<file path="config.mk">
export PLATFORM = sky130hd
export DESIGN_NAME = ifetch_queue_flat
export DESIGN_NICKNAME = d
export VERILOG_FILES = /design/src/rtl/ifetch_queue_if.sv /design/src/rtl/ifetch_queue.sv /design/src/flat_wrapper.sv
export SDC_FILE = /design/constraint.sdc
export NUM_CORES = 1
export LEC_CHECK = 0
export CORE_MARGIN = 4
export CORE_UTILIZATION = 60
export CTS_BUF_LIST = sky130_fd_sc_hd__clkbuf_4
export CTS_CLUSTER_DIAMETER = 120
export DETAILED_ROUTE_END_ITERATION = 10
export PLACE_DENSITY = 0.93
export SLEW_MARGIN = 20
export SYNTH_ARGS = -nofsm -noshare
export SYNTH_HDL_FRONTEND = slang
export SYNTH_SLANG_ARGS = --single-unit
</file>
<file path="constraint.sdc">
create_clock -name clk -period 8.2 [get_ports clk]
set_clock_uncertainty 0.2 [all_clocks]
set_input_delay 1.64 -clock clk [delete_from_list [all_inputs] [get_ports clk]]
set_output_delay 1.64 -clock clk [all_outputs]
set_load 0.03 [all_outputs]
</file>
<file path="src/rtl/ifetch_queue_if.sv">
// Fetch engine bus: instruction-memory request/response channel plus the
// core-facing instruction queue head.
//
// Handshake semantics: a request transfers on a rising edge where
// mem_req_valid && mem_req_ready. While valid is high and ready is low, the
// request (mem_req_addr) is held stable. Responses (mem_rsp_valid) have no
// ready: they return in request order and must always be taken. The core pops
// the queue head on an edge where ins_valid && ins_ready.
interface ifetch_queue_if;
  logic        mem_req_valid;
  logic        mem_req_ready;
  logic [31:0] mem_req_addr;
  logic        mem_rsp_valid;
  logic [31:0] mem_rsp_data;
  logic        redirect;
  logic [31:0] redirect_pc;
  logic        ins_ready;
  logic        ins_valid;
  logic [31:0] ins_out;
  logic [31:0] pc_out;

  // Fetch engine side
  modport master (
    output mem_req_valid, mem_req_addr, ins_valid, ins_out, pc_out,
    input  mem_req_ready, mem_rsp_valid, mem_rsp_data, redirect, redirect_pc,
    input  ins_ready
  );

  // Memory / core side
  modport slave (
    input  mem_req_valid, mem_req_addr, ins_valid, ins_out, pc_out,
    output mem_req_ready, mem_rsp_valid, mem_rsp_data, redirect, redirect_pc,
    output ins_ready
  );
endinterface

</file>
<file path="src/rtl/ifetch_queue.sv">
// Instruction-fetch front end: issues word fetches to a variable-latency
// instruction memory, queues {pc, instruction} pairs in order for the core,
// and on a redirect flushes the queue and drops responses still in flight.
module ifetch_queue #(
  parameter int          DEPTH    = 4,
  parameter logic [31:0] RESET_PC = 32'h0000_0000,
  parameter logic [31:0] NOP      = 32'h0000_0013
) (
  input  logic                   clk,
  input  logic                   rst,
  ifetch_queue_if.master         bus,
  output logic [$clog2(DEPTH):0] dbg_count,
  output logic [$clog2(DEPTH):0] dbg_outstanding,
  output logic [$clog2(DEPTH):0] dbg_discard
);
  localparam int PW = $clog2(DEPTH);
  localparam int CW = PW + 1;

  logic [CW-1:0] count, outstanding, discard, outstanding_next;
  logic [CW:0]   credit_used;
  logic [PW-1:0] head, tail;
  logic [31:0]   fetch_pc, rsp_pc;
  logic [31:0]   pc_mem  [DEPTH];
  logic [31:0]   ins_mem [DEPTH];
  logic          run;
  logic          req_fire, push, pop;

  // Credit-based issue, queue push/pop decisions and head outputs.
  // 'run' keeps requests off until the first edge after reset release.
  always_comb begin
    credit_used       = {1'b0, count} + {1'b0, outstanding};
    bus.mem_req_valid = run && !bus.redirect && (credit_used < (CW+1)'(DEPTH));
    bus.mem_req_addr  = fetch_pc;
    req_fire          = bus.mem_req_valid && bus.mem_req_ready;
    push              = bus.mem_rsp_valid && (discard == '0) && !bus.redirect;
    bus.ins_valid     = (count != '0);
    pop               = bus.ins_valid && bus.ins_ready && !bus.redirect;
    outstanding_next  = outstanding + CW'(req_fire) - CW'(bus.mem_rsp_valid);
    bus.ins_out       = bus.ins_valid ? ins_mem[head] : NOP;
    bus.pc_out        = bus.ins_valid ? pc_mem[head]  : 32'h0;
  end

  // Control state: pointers, counters and the two pc trackers; redirect wins.
  always_ff @(posedge clk or negedge rst) begin
    if (!rst) begin
      run         <= 1'b0;
      fetch_pc    <= RESET_PC;
      rsp_pc      <= RESET_PC;
      count       <= '0;
      outstanding <= '0;
      discard     <= '0;
      head        <= '0;
      tail        <= '0;
    end else begin
      run         <= 1'b1;
      outstanding <= outstanding_next;
      if (req_fire) fetch_pc <= fetch_pc + 32'd4;
      if (bus.redirect) begin
        // Everything still in flight after this cycle belongs to the old path.
        count    <= '0;
        head     <= '0;
        tail     <= '0;
        fetch_pc <= {bus.redirect_pc[31:2], 2'b00};
        rsp_pc   <= {bus.redirect_pc[31:2], 2'b00};
        discard  <= outstanding_next;
      end else begin
        if (bus.mem_rsp_valid && (discard != '0)) discard <= discard - CW'(1);
        if (push) begin
          tail   <= tail + PW'(1);
          rsp_pc <= rsp_pc + 32'd4;
        end
        if (pop) head <= head + PW'(1);
        case ({push, pop})
          2'b10:   count <= count + CW'(1);
          2'b01:   count <= count - CW'(1);
          default: count <= count;
        endcase
      end
    end
  end

  // Queue storage; contents are only observed through count, so no reset.
  always_ff @(posedge clk) begin
    if (push) begin
      pc_mem[tail]  <= rsp_pc;
      ins_mem[tail] <= bus.mem_rsp_data;
    end
  end

  assign dbg_count       = count;
  assign dbg_outstanding = outstanding;
  assign dbg_discard     = discard;

  a_credit: assert property (@(posedge clk) disable iff (!rst)
    credit_used <= (CW+1)'(DEPTH));
  a_discard: assert property (@(posedge clk) disable iff (!rst)
    discard <= outstanding);
  a_no_orphan_rsp: assert property (@(posedge clk) disable iff (!rst)
    bus.mem_rsp_valid |-> (outstanding != '0));
endmodule

</file>
<file path="src/flat_wrapper.sv">
// flat-port wrapper written by rule: the top's interface ports become plain ports
module ifetch_queue_flat 
#(
  parameter int          DEPTH    = 4,
  parameter logic [31:0] RESET_PC = 32'h0000_0000,
  parameter logic [31:0] NOP      = 32'h0000_0013
)
  (clk, rst, dbg_count, dbg_outstanding, dbg_discard, bus_mem_req_valid, bus_mem_req_addr, bus_ins_valid, bus_ins_out, bus_pc_out, bus_mem_req_ready, bus_mem_rsp_valid, bus_mem_rsp_data, bus_redirect, bus_redirect_pc, bus_ins_ready);
  ifetch_queue_if bus_i ();
  input  logic clk;
  input  logic rst;
  output logic [$clog2(DEPTH):0] dbg_count;
  output logic [$clog2(DEPTH):0] dbg_outstanding;
  output logic [$clog2(DEPTH):0] dbg_discard;
  output wire logic [$bits(bus_i.mem_req_valid)-1:0] bus_mem_req_valid;
  output wire logic [$bits(bus_i.mem_req_addr)-1:0] bus_mem_req_addr;
  output wire logic [$bits(bus_i.ins_valid)-1:0] bus_ins_valid;
  output wire logic [$bits(bus_i.ins_out)-1:0] bus_ins_out;
  output wire logic [$bits(bus_i.pc_out)-1:0] bus_pc_out;
  input wire logic [$bits(bus_i.mem_req_ready)-1:0] bus_mem_req_ready;
  input wire logic [$bits(bus_i.mem_rsp_valid)-1:0] bus_mem_rsp_valid;
  input wire logic [$bits(bus_i.mem_rsp_data)-1:0] bus_mem_rsp_data;
  input wire logic [$bits(bus_i.redirect)-1:0] bus_redirect;
  input wire logic [$bits(bus_i.redirect_pc)-1:0] bus_redirect_pc;
  input wire logic [$bits(bus_i.ins_ready)-1:0] bus_ins_ready;
  assign bus_mem_req_valid = bus_i.mem_req_valid;
  assign bus_mem_req_addr = bus_i.mem_req_addr;
  assign bus_ins_valid = bus_i.ins_valid;
  assign bus_ins_out = bus_i.ins_out;
  assign bus_pc_out = bus_i.pc_out;
  assign bus_i.mem_req_ready = bus_mem_req_ready;
  assign bus_i.mem_rsp_valid = bus_mem_rsp_valid;
  assign bus_i.mem_rsp_data = bus_mem_rsp_data;
  assign bus_i.redirect = bus_redirect;
  assign bus_i.redirect_pc = bus_redirect_pc;
  assign bus_i.ins_ready = bus_ins_ready;
  ifetch_queue #(.DEPTH(DEPTH), .RESET_PC(RESET_PC), .NOP(NOP)) u_core (.clk(clk), .rst(rst), .bus(bus_i), .dbg_count(dbg_count), .dbg_outstanding(dbg_outstanding), .dbg_discard(dbg_discard));
endmodule
</file>
; After elaboration in Yosys (flattened, before gate mapping)
; Memory sizes are Yosys's and may differ from the RTL's.
; Cells that the tools add are included.
[word_totals]
elab_cells = 56
mem_count = 2
input_bits = 70
out_inout_bits = 107
reg_bits = 78
ram_bits = 256
[op_classes]
reduce_logical = 17
muxes = 16
order_cmp = 1
eq_ne = 2
add_sub_neg = 10
[mem_list]
columns = name, depth, width, read_ports, rd_clocked_by_memory_dff, wr, line_no
row1 = u_core.ins_mem, 4, 32, 1, 0, 1, ifetch_queue.sv:24  ; logic [31:0] ins_mem [DEPTH];
row2 = u_core.pc_mem, 4, 32, 1, 0, 1, ifetch_queue.sv:23  ; logic [31:0] pc_mem [DEPTH];
[op_table]
columns = operator, count
row1 = 32-bit two-way mux, 6
row2 = 32-bit by 3-bit adder with 32-bit output (second input constant), 2
row3 = 3-bit two-way mux, 3
row4 = 3-bit nonzero test, 3
row5 = 1-bit logical AND, 8
row6 = 2-bit two-way mux, 4
row7 = 2-bit nonzero test, 4
row8 = 3-bit one-hot mux with 2 select lines, 1
row9 = 3-bit by 1-bit subtractor with 3-bit output (second input constant), 2
row10 = 2-bit by 1-bit adder with 2-bit output (second input constant), 2
row11 = 3-bit by 3-bit adder with 4-bit output, 1
row12 = 4-bit by 3-bit less-than comparator with 1-bit output (second input constant), 1
row13 = 3-bit by 1-bit adder with 3-bit output, 1
row14 = 3-bit by 1-bit adder with 3-bit output (second input constant), 1
row15 = 3-bit zero test, 1
row16 = 3-bit by 1-bit subtractor with 3-bit output, 1
row17 = 2-bit by 1-bit == test with 1-bit output (second input constant), 1
row18 = 2-bit == test (second input constant), 1
row19 = 1-bit two-way mux, 2
row20 = 1-bit zero test, 1

; Depth between registers and ports, before layout
; Gate-level depths: netlist (run 1).
[depth]
depth_word = 7
ltp_mapped = 10
ltp_nobuf = 9

; Worst setup path after synthesis (run 1)
; Ideal clock, no wire load.
[synth_path]
path_type = in2out
from = input port bus_redirect
to = output port bus_mem_req_valid
arrival_time_ns = 3.022
path_buffers = 1
required_ns = 6.360
path_slack_ns = 3.338
stages = 3
path_cell_list = or4b_1 buf_6 nor3_1
[synth_between]
elab_chain_len = 3
[synth_lines]
columns = element, line_no
row1 = "start, declared", flat_wrapper.sv:23  ; input wire logic [$bits(bus_i.redirect)-1:0] bus_redirect;
row2 = 1-bit zero test, ifetch_queue.sv:32  ; bus.mem_req_valid = run && !bus.redirect && (credit_used < (CW+1)'(DEPTH));
row3 = 1-bit logical AND (2 in series), ifetch_queue.sv:32
row4 = "end, declared", flat_wrapper.sv:15  ; output wire logic [$bits(bus_i.mem_req_valid)-1:0] bus_mem_req_valid;
; No other way between the ends.

; Final worst setup path (run 1)
; Same ends and word-level chain as after synthesis.

==> results of run 1 <==
==> flip-flops by register name, indices dropped and copies added, names as in the netlist <==
signal and count:
u_core.run 1, u_core.dbg_count 3, u_core.head 2, u_core.tail 2, u_core.ins_mem 128, u_core.bus.mem_req_addr 30, u_core.dbg_discard 3, u_core.rsp_pc 30
u_core.dbg_outstanding 3, u_core.pc_mem 120
==> stage by stage <==
step / util, % / total power (uW) / area (um2)
6_report: 74.9 / 5010 / 16500
5_1_grt: 74.9 / 5280 / 16500
4_1_cts: 74.8 / 5080 / 16500
3_5_place_dp: 70.6 / 3820 / 15600
3_3_place_gp: 70.6 / 3770 / 15600
2_1_floorplan: - / 3110 / 13600
==> Yosys cell counts, drive strengths merged, types with 3 or more instances <==
master  count  area [um2]
inv        13        48.8
buf        17        93.8
ha         12         150
o211ai      3        22.5
nand4      28         175
and3       20         125
edfxtp    248        7450
clkbuf     20        75.1
or3         3        18.8
nor4        5        76.3
nor2       23        86.3
nand3      30         155
dfrtp      74        1850
nand2      29         109
nand2b      7        43.8
a21oi      14        70.1
a21boi      8        60.1
xor2       27         236
mux2i       3        30.0
nor3       11        66.3
mux2       29         327
or2         3        18.8
o21a        4        30.0
mux4       62        1400
xnor2      35         307
and2       63         394
o21ai       6        30.0
==> logic make-up after synthesis <==
group                      after synthesis  synth area share [%]
DFF                                    322                  68.3
and+or+nand+nor                        231                  10.1
muxes                                   94                  12.9
xor gates and xnor gates                62                  3.99
buffers and inverters                   50                  1.60
AOI/OAI and AO/OA                       37                  1.67
adders and majority gates               14                  1.40
other                                    2                0.0552
==> how the worst max path moves through the flow <==
stage | start | end | depth (start not counted)
4_1_cts | bus_redirect | bus_mem_req_valid | 5
3_3_place_gp | bus_redirect | bus_mem_req_valid | 5
5_1_grt | bus_redirect | bus_mem_req_valid | 5
2_1_floorplan | bus_redirect | bus_mem_req_valid | 3
3_5_place_dp | bus_redirect | bus_mem_req_valid | 5
6_report | bus_redirect | bus_mem_req_valid | 5
==> critical path, delay by kind of cell <==
| family | cells | cell delay (ns) |
|---|---|---|
| buf+inv | 3 | 1.34 |
| simple gates | 2 | 1.02 |
==> power groups by stage <==
stage	Sequential (uW)	Combinational, uW	Clock, uW
6_report	2020	1750	1250
3_3_place_gp	2040	1730	0
4_1_cts	2020	1770	1290
2_1_floorplan	2040	1070	0
3_5_place_dp	2050	1770	0
5_1_grt	2040	1860	1380
==> area by class of cell <==
cell class	instances	area (um2)
inverters	13	48.8
flip-flops and latches	322	9300
clock buffers	115	863
multi-input cells	443	4110
well taps	280	350
repair buffers	181	1780
fillers	1311	5550
clock inverters	14	78.8
diodes	1	2.50
==> layer usage <==
metal	track usage [%]	wire length [um]	vias to the layer above
met2	37.9	13700	329
met5	0	0	-
li1	-	-	3599
met1	31.0	11600	3910
met3	5.54	2120	45
met4	6.99	424	0
==> impl_metrics.json, run 1 <==
{
  "status": "completed",
  "p_comb_share_pct": 34.9,
  "root_buffer": "clkbuf_4",
  "hold_viol": 0,
  "leakagePower_uw": 0.00571,
  "synth.distinct_cells": 45,
  "arrival_ns": 4.02,
  "max_stage_delay_ns": 0.76,
  "worstPathCellList": "clkdlybuf4s50_1 > buf_4 > or4b_1 > nor3_1 > clkdlybuf4s50_1",
  "ant_nets": 0,
  "timing.setup.tns_ns": 0,
  "wire_per_inst_um": 20.4,
  "worst_path_most_repeated_cell": "clkdlybuf4s50_1",
  "min_path_cells": 1,
  "post_synth.cell_area_avg_um2": 16.8,
  "rsz0062_at_grt": "no",
  "r2r_start": "u_core.dbg_count[2]$_DFFE_PN0P_",
  "die_w_um": 159,
  "place_ws_ns": 2.36,
  "antenna_found_initial": 1,
  "hold_class": "reg2reg",
  "sw_frac_of_total_pct": 33.9,
  "syn_area_um2": 13600,
  "finalSetupViolCount": 0,
  "overflow": 0,
  "finalMaxSlewViolations": 0,
  "synth_seq_cells": 322,
  "switchingPower_uw": 1700,
  "die_h_um": 159,
  "finalCritPeriodShare_pct": 71.5,
  "layout_common_cells": "edfxtp_1 (248), clkdlybuf4s50_1 (169), clkbuf_4 (115)",
  "place_hpwl_mm": 17.6,
  "worstSetupStartpointType": "input pin",
  "drt_wl_total_mm": 27.9,
  "core_um2": 22100,
  "r2r_end": "u_core.dbg_discard[2]$_DFFE_PN0P_",
  "nets": 1124,
  "grt_pass1_wl_mm": 44.6,
  "yosysSeqAreaShare_pct": 68.3,
  "cts.sinks": 322,
  "cts_max_level": 3,
  "area_delta_synth_final_pct": 21.5,
  "final_cells": 1369,
  "layout-drive-gt1-share_pct": 22.0,
  "ys.flop_type": "edfxtp_1",
  "dr.pass1.iters": 7,
  "reg2reg_slack_ns": 4.92,
  "rows": 54,
  "final_common_cell": "edfxtp_1",
  "insertion_delay_ns": 0.68,
  "ys.warnings.count": 0,
  "io_pins": 177,
  "path_class": "in2out",
  "fmax_ghz": 0.171,
  "hold_slack_ns": 0.371,
  "critPathMaxFanout": 31,
  "end_kind": "primary output",
  "synth-async-reset-ratio_pct": 23.0,
  "cp.required_ns": 6.36,
  "initial_core_util_pct": 61.6,
  "grt_pass1_vias": 8434,
  "io_buffers": 170,
  "p_per_area_nw_per_um2": 303,
  "reg2reg_depth": 9,
  "clockPowerShare_pct": 24.9,
  "grt_start_max_net_pins": 75,
  "num_vias": 7883,
  "p_int_uw": 3320,
  "finalCriticalPeriod_ns": 5.86,
  "synthCells": 812,
  "cts_tree": "built",
  "final.setup.worst_slack_ns": 2.34,
  "grt_use_total_pct": 23.0,
  "ctsResizeCount": 0,
  "remaining_drc_errors": 0,
  "maxCapViolCount": 0,
  "hold_end": "u_core.bus.mem_req_addr[26]$_DFFE_PN0P_",
  "vias_per_cell": 5.76,
  "cts_setup_buffers": 0,
  "crit_slowest_cell": "or4b_1",
  "pwr-share-seq_pct": 40.2,
  "routabilityCongestion": 0.866,
  "tightest_slew_ns": 1.16,
  "clk_path_buf_depth": 3,
  "die_area_um2": 25200,
  "min-delay-start": "u_core.bus.mem_req_addr[26]$_DFFE_PN0P_",
  "drt_iter0_drc": 629,
  "slew-limit-headroom_pct": 22.2,
  "ir_worst_vdd_v": 0.000161,
  "clk_pin_slew_worst_paths_ns": 0.06,
  "place_inst": 1239,
  "postCtsHoldBufs": 0,
  "synth_edf_count": 248,
  "numCtsBuffers": 79
}
Power figures use the tool's default switching activity.
==> run 2: changes to the inputs <==
- CORE_UTILIZATION: 60 -> 57
- PLACE_DENSITY: 0.93 -> 0.89
- clock period: 8.2 -> 5.9 ns (I/O delays scaled with it)
==> run 2 against run 1 <==
Register-to-register slack lost 2.4 ns; power grew 39%; final area grew 0.89%; cell count grew 3.9%; largest cell class unchanged; highest routed layer unchanged.
==> impl_metrics.json, run 2 (synthesized netlist as in run 1, its figures left out) <==
{
  "reg2reg_depth": 8,
  "largest_register_ffs": 128,
  "io_buffers": 170,
  "pwr-share-seq_pct": 39.9,
  "rsz0062_at_grt": "no",
  "cts_tree": "built",
  "critPathMaxFanout": 39,
  "leakagePower_uw": 0.00575,
  "clockPowerShare_pct": 25.2,
  "finalMaxSlewViolations": 0,
  "initial_core_util_pct": 58.0,
  "num_vias": 7873,
  "cts.sinks": 322,
  "grt_start_max_net_pins": 51,
  "final_common_cell": "edfxtp_1",
  "numCtsBuffers": 81,
  "path_class": "reg2out",
  "layout_common_cells": "edfxtp_1 (248), clkdlybuf4s50_1 (169), clkbuf_4 (113)",
  "wire_per_inst_um": 19.0,
  "switchingPower_uw": 2360,
  "min_path_cells": 1,
  "hold_class": "reg2reg",
  "tightest_slew_ns": 0.932,
  "cts_setup_buffers": 0,
  "p_comb_share_pct": 34.9,
  "placed_cell_area_um2": 15700,
  "antenna_found_initial": 1,
  "root_buffer": "clkbuf_4",
  "nets": 1128,
  "die_w_um": 163,
  "clk_path_buf_depth": 3,
  "n_fill_cell": 1522,
  "routabilityCongestion": 0.858,
  "grt_use_total_pct": 21.1,
  "insertion_delay_ns": 0.66,
  "p_int_uw": 4620,
  "rows": 56,
  "final_area_um2": 16700,
  "drt_iter0_drc": 631,
  "p_per_area_nw_per_um2": 418,
  "die_area_um2": 26400,
  "layout_top_registers": "u_core.ins_mem: 128 flops, u_core.pc_mem: 120 flops",
  "vias_per_cell": 5.54,
  "place_hpwl_mm": 17.4,
  "finalCritPeriodShare_pct": 84.0,
  "max_flop_register": "u_core.ins_mem",
  "sw_frac_of_total_pct": 33.8,
  "area_delta_synth_final_pct": 22.6,
  "ant_nets": 0,
  "slew-limit-headroom_pct": 37.3,
  "place_ws_ns": 1.22,
  "cts_max_level": 3,
  "ctsResizeCount": 0,
  "status": "completed",
  "timing.setup.tns_ns": 0,
  "fmax_ghz": 0.202,
  "arrival_ns": 3.58,
  "postCtsHoldBufs": 0,
  "dr.pass1.iters": 5,
  "final.setup.worst_slack_ns": 0.942,
  "maxCapViolCount": 0,
  "ir_worst_vdd_v": 0.000288,
  "total_power_uw": 6980,
  "overflow": 0,
  "grt_pass1_wl_mm": 43.7,
  "io_pins": 177,
  "core_um2": 23500,
  "layout-drive-gt1-share_pct": 22.1,
  "worstSetupStartpointType": "register",
  "finalSetupViolCount": 0,
  "drt_wl_total_mm": 27.1,
  "grt_pass1_vias": 8438,
  "die_h_um": 163,
  "hold_viol": 0,
  "clk_pin_slew_worst_paths_ns": 0.06,
  "hold_slack_ns": 0.353,
  "remaining_drc_errors": 0,
  "finalCriticalPeriod_ns": 4.96,
  "end_kind": "primary output",
  "cp.required_ns": 4.52
}
[run 2: changes by cell type in the layout (fill, tap and decap cells not counted)]
cell,before,now
buf_4,11,10
inv_2,4,5
buf_12,0,3
clkinv_1,10,19
clkbuf_4,115,113
clkinvlp_4,0,1
clkinv_2,0,3
[run 2: final cells by class]
type / count / area [um2] / share of cell area (%)
flip-flops and latches: 322 / 9300 / 55.8
well taps: 319 / 399 / 2.39
inverters: 13 / 48.8 / 0.292
repair buffers: 183 / 1830 / 11.0
diodes: 1 / 2.50 / 0.0150
clock buffers: 113 / 848 / 5.08
clock inverters: 28 / 139 / 0.832
multi-input cells: 443 / 4110 / 24.6
[run 2: power by group through the flow]
stage | combinational [uW] | clock [uW] | sequential [uW]
2_1_floorplan | 1490 | 0 | 2840
3_3_place_gp | 2420 | 0 | 2820
3_5_place_dp | 2460 | 0 | 2840
4_1_cts | 2470 | 1820 | 2790
5_1_grt | 2600 | 1950 | 2820
6_report | 2430 | 1760 | 2790
[run 2: critical path, cell delays in order (launching register included)]
cell and delay [ns]:
dfrtp_1 0.48, nor3_1 0.65, inv_1 0.56, buf_4 0.40
and2_1 0.18, clkdlybuf4s50_1 0.65
[run 2: through the flow]
step	util, %	instances
floorplan	-	815
global placement	66.9	1280
detailed placement	66.9	1280
CTS	71.1	1421
global route	71.1	1422
finish	71.1	1422
[run 2: per-layer routing]
metal  global-route usage [%]  wire length [um]  vias up
met3                     4.96              2000       27
met4                     6.90               306        0
met5                        0                 0        -
li1                         -                 -     3627
met1                     28.2             11200     3917
met2                     35.0             13500      302
[run 2: worst paths after layout]
check | startpoint | endpoint | slack [ns]
max | u_core.dbg_count[1]$_DFFE_PN0P_ | bus_pc_out[15] | 0.94
min | u_core.bus.mem_req_addr[26]$_DFFE_PN0P_ | u_core.bus.mem_req_addr[26]$_DFFE_PN0P_ | 0.35
max reg2reg | u_core.dbg_count[1]$_DFFE_PN0P_ | u_core.dbg_count[2]$_DFFE_PN0P_ | 2.47
min reg2reg | u_core.bus.mem_req_addr[26]$_DFFE_PN0P_ | u_core.bus.mem_req_addr[26]$_DFFE_PN0P_ | 0.35
max in group asynchronous | rst | u_core.head[0]$_DFFE_PN0P_ | 4.02
min in group asynchronous | rst | u_core.bus.mem_req_addr[22]$_DFFE_PN0P_ | 0.43
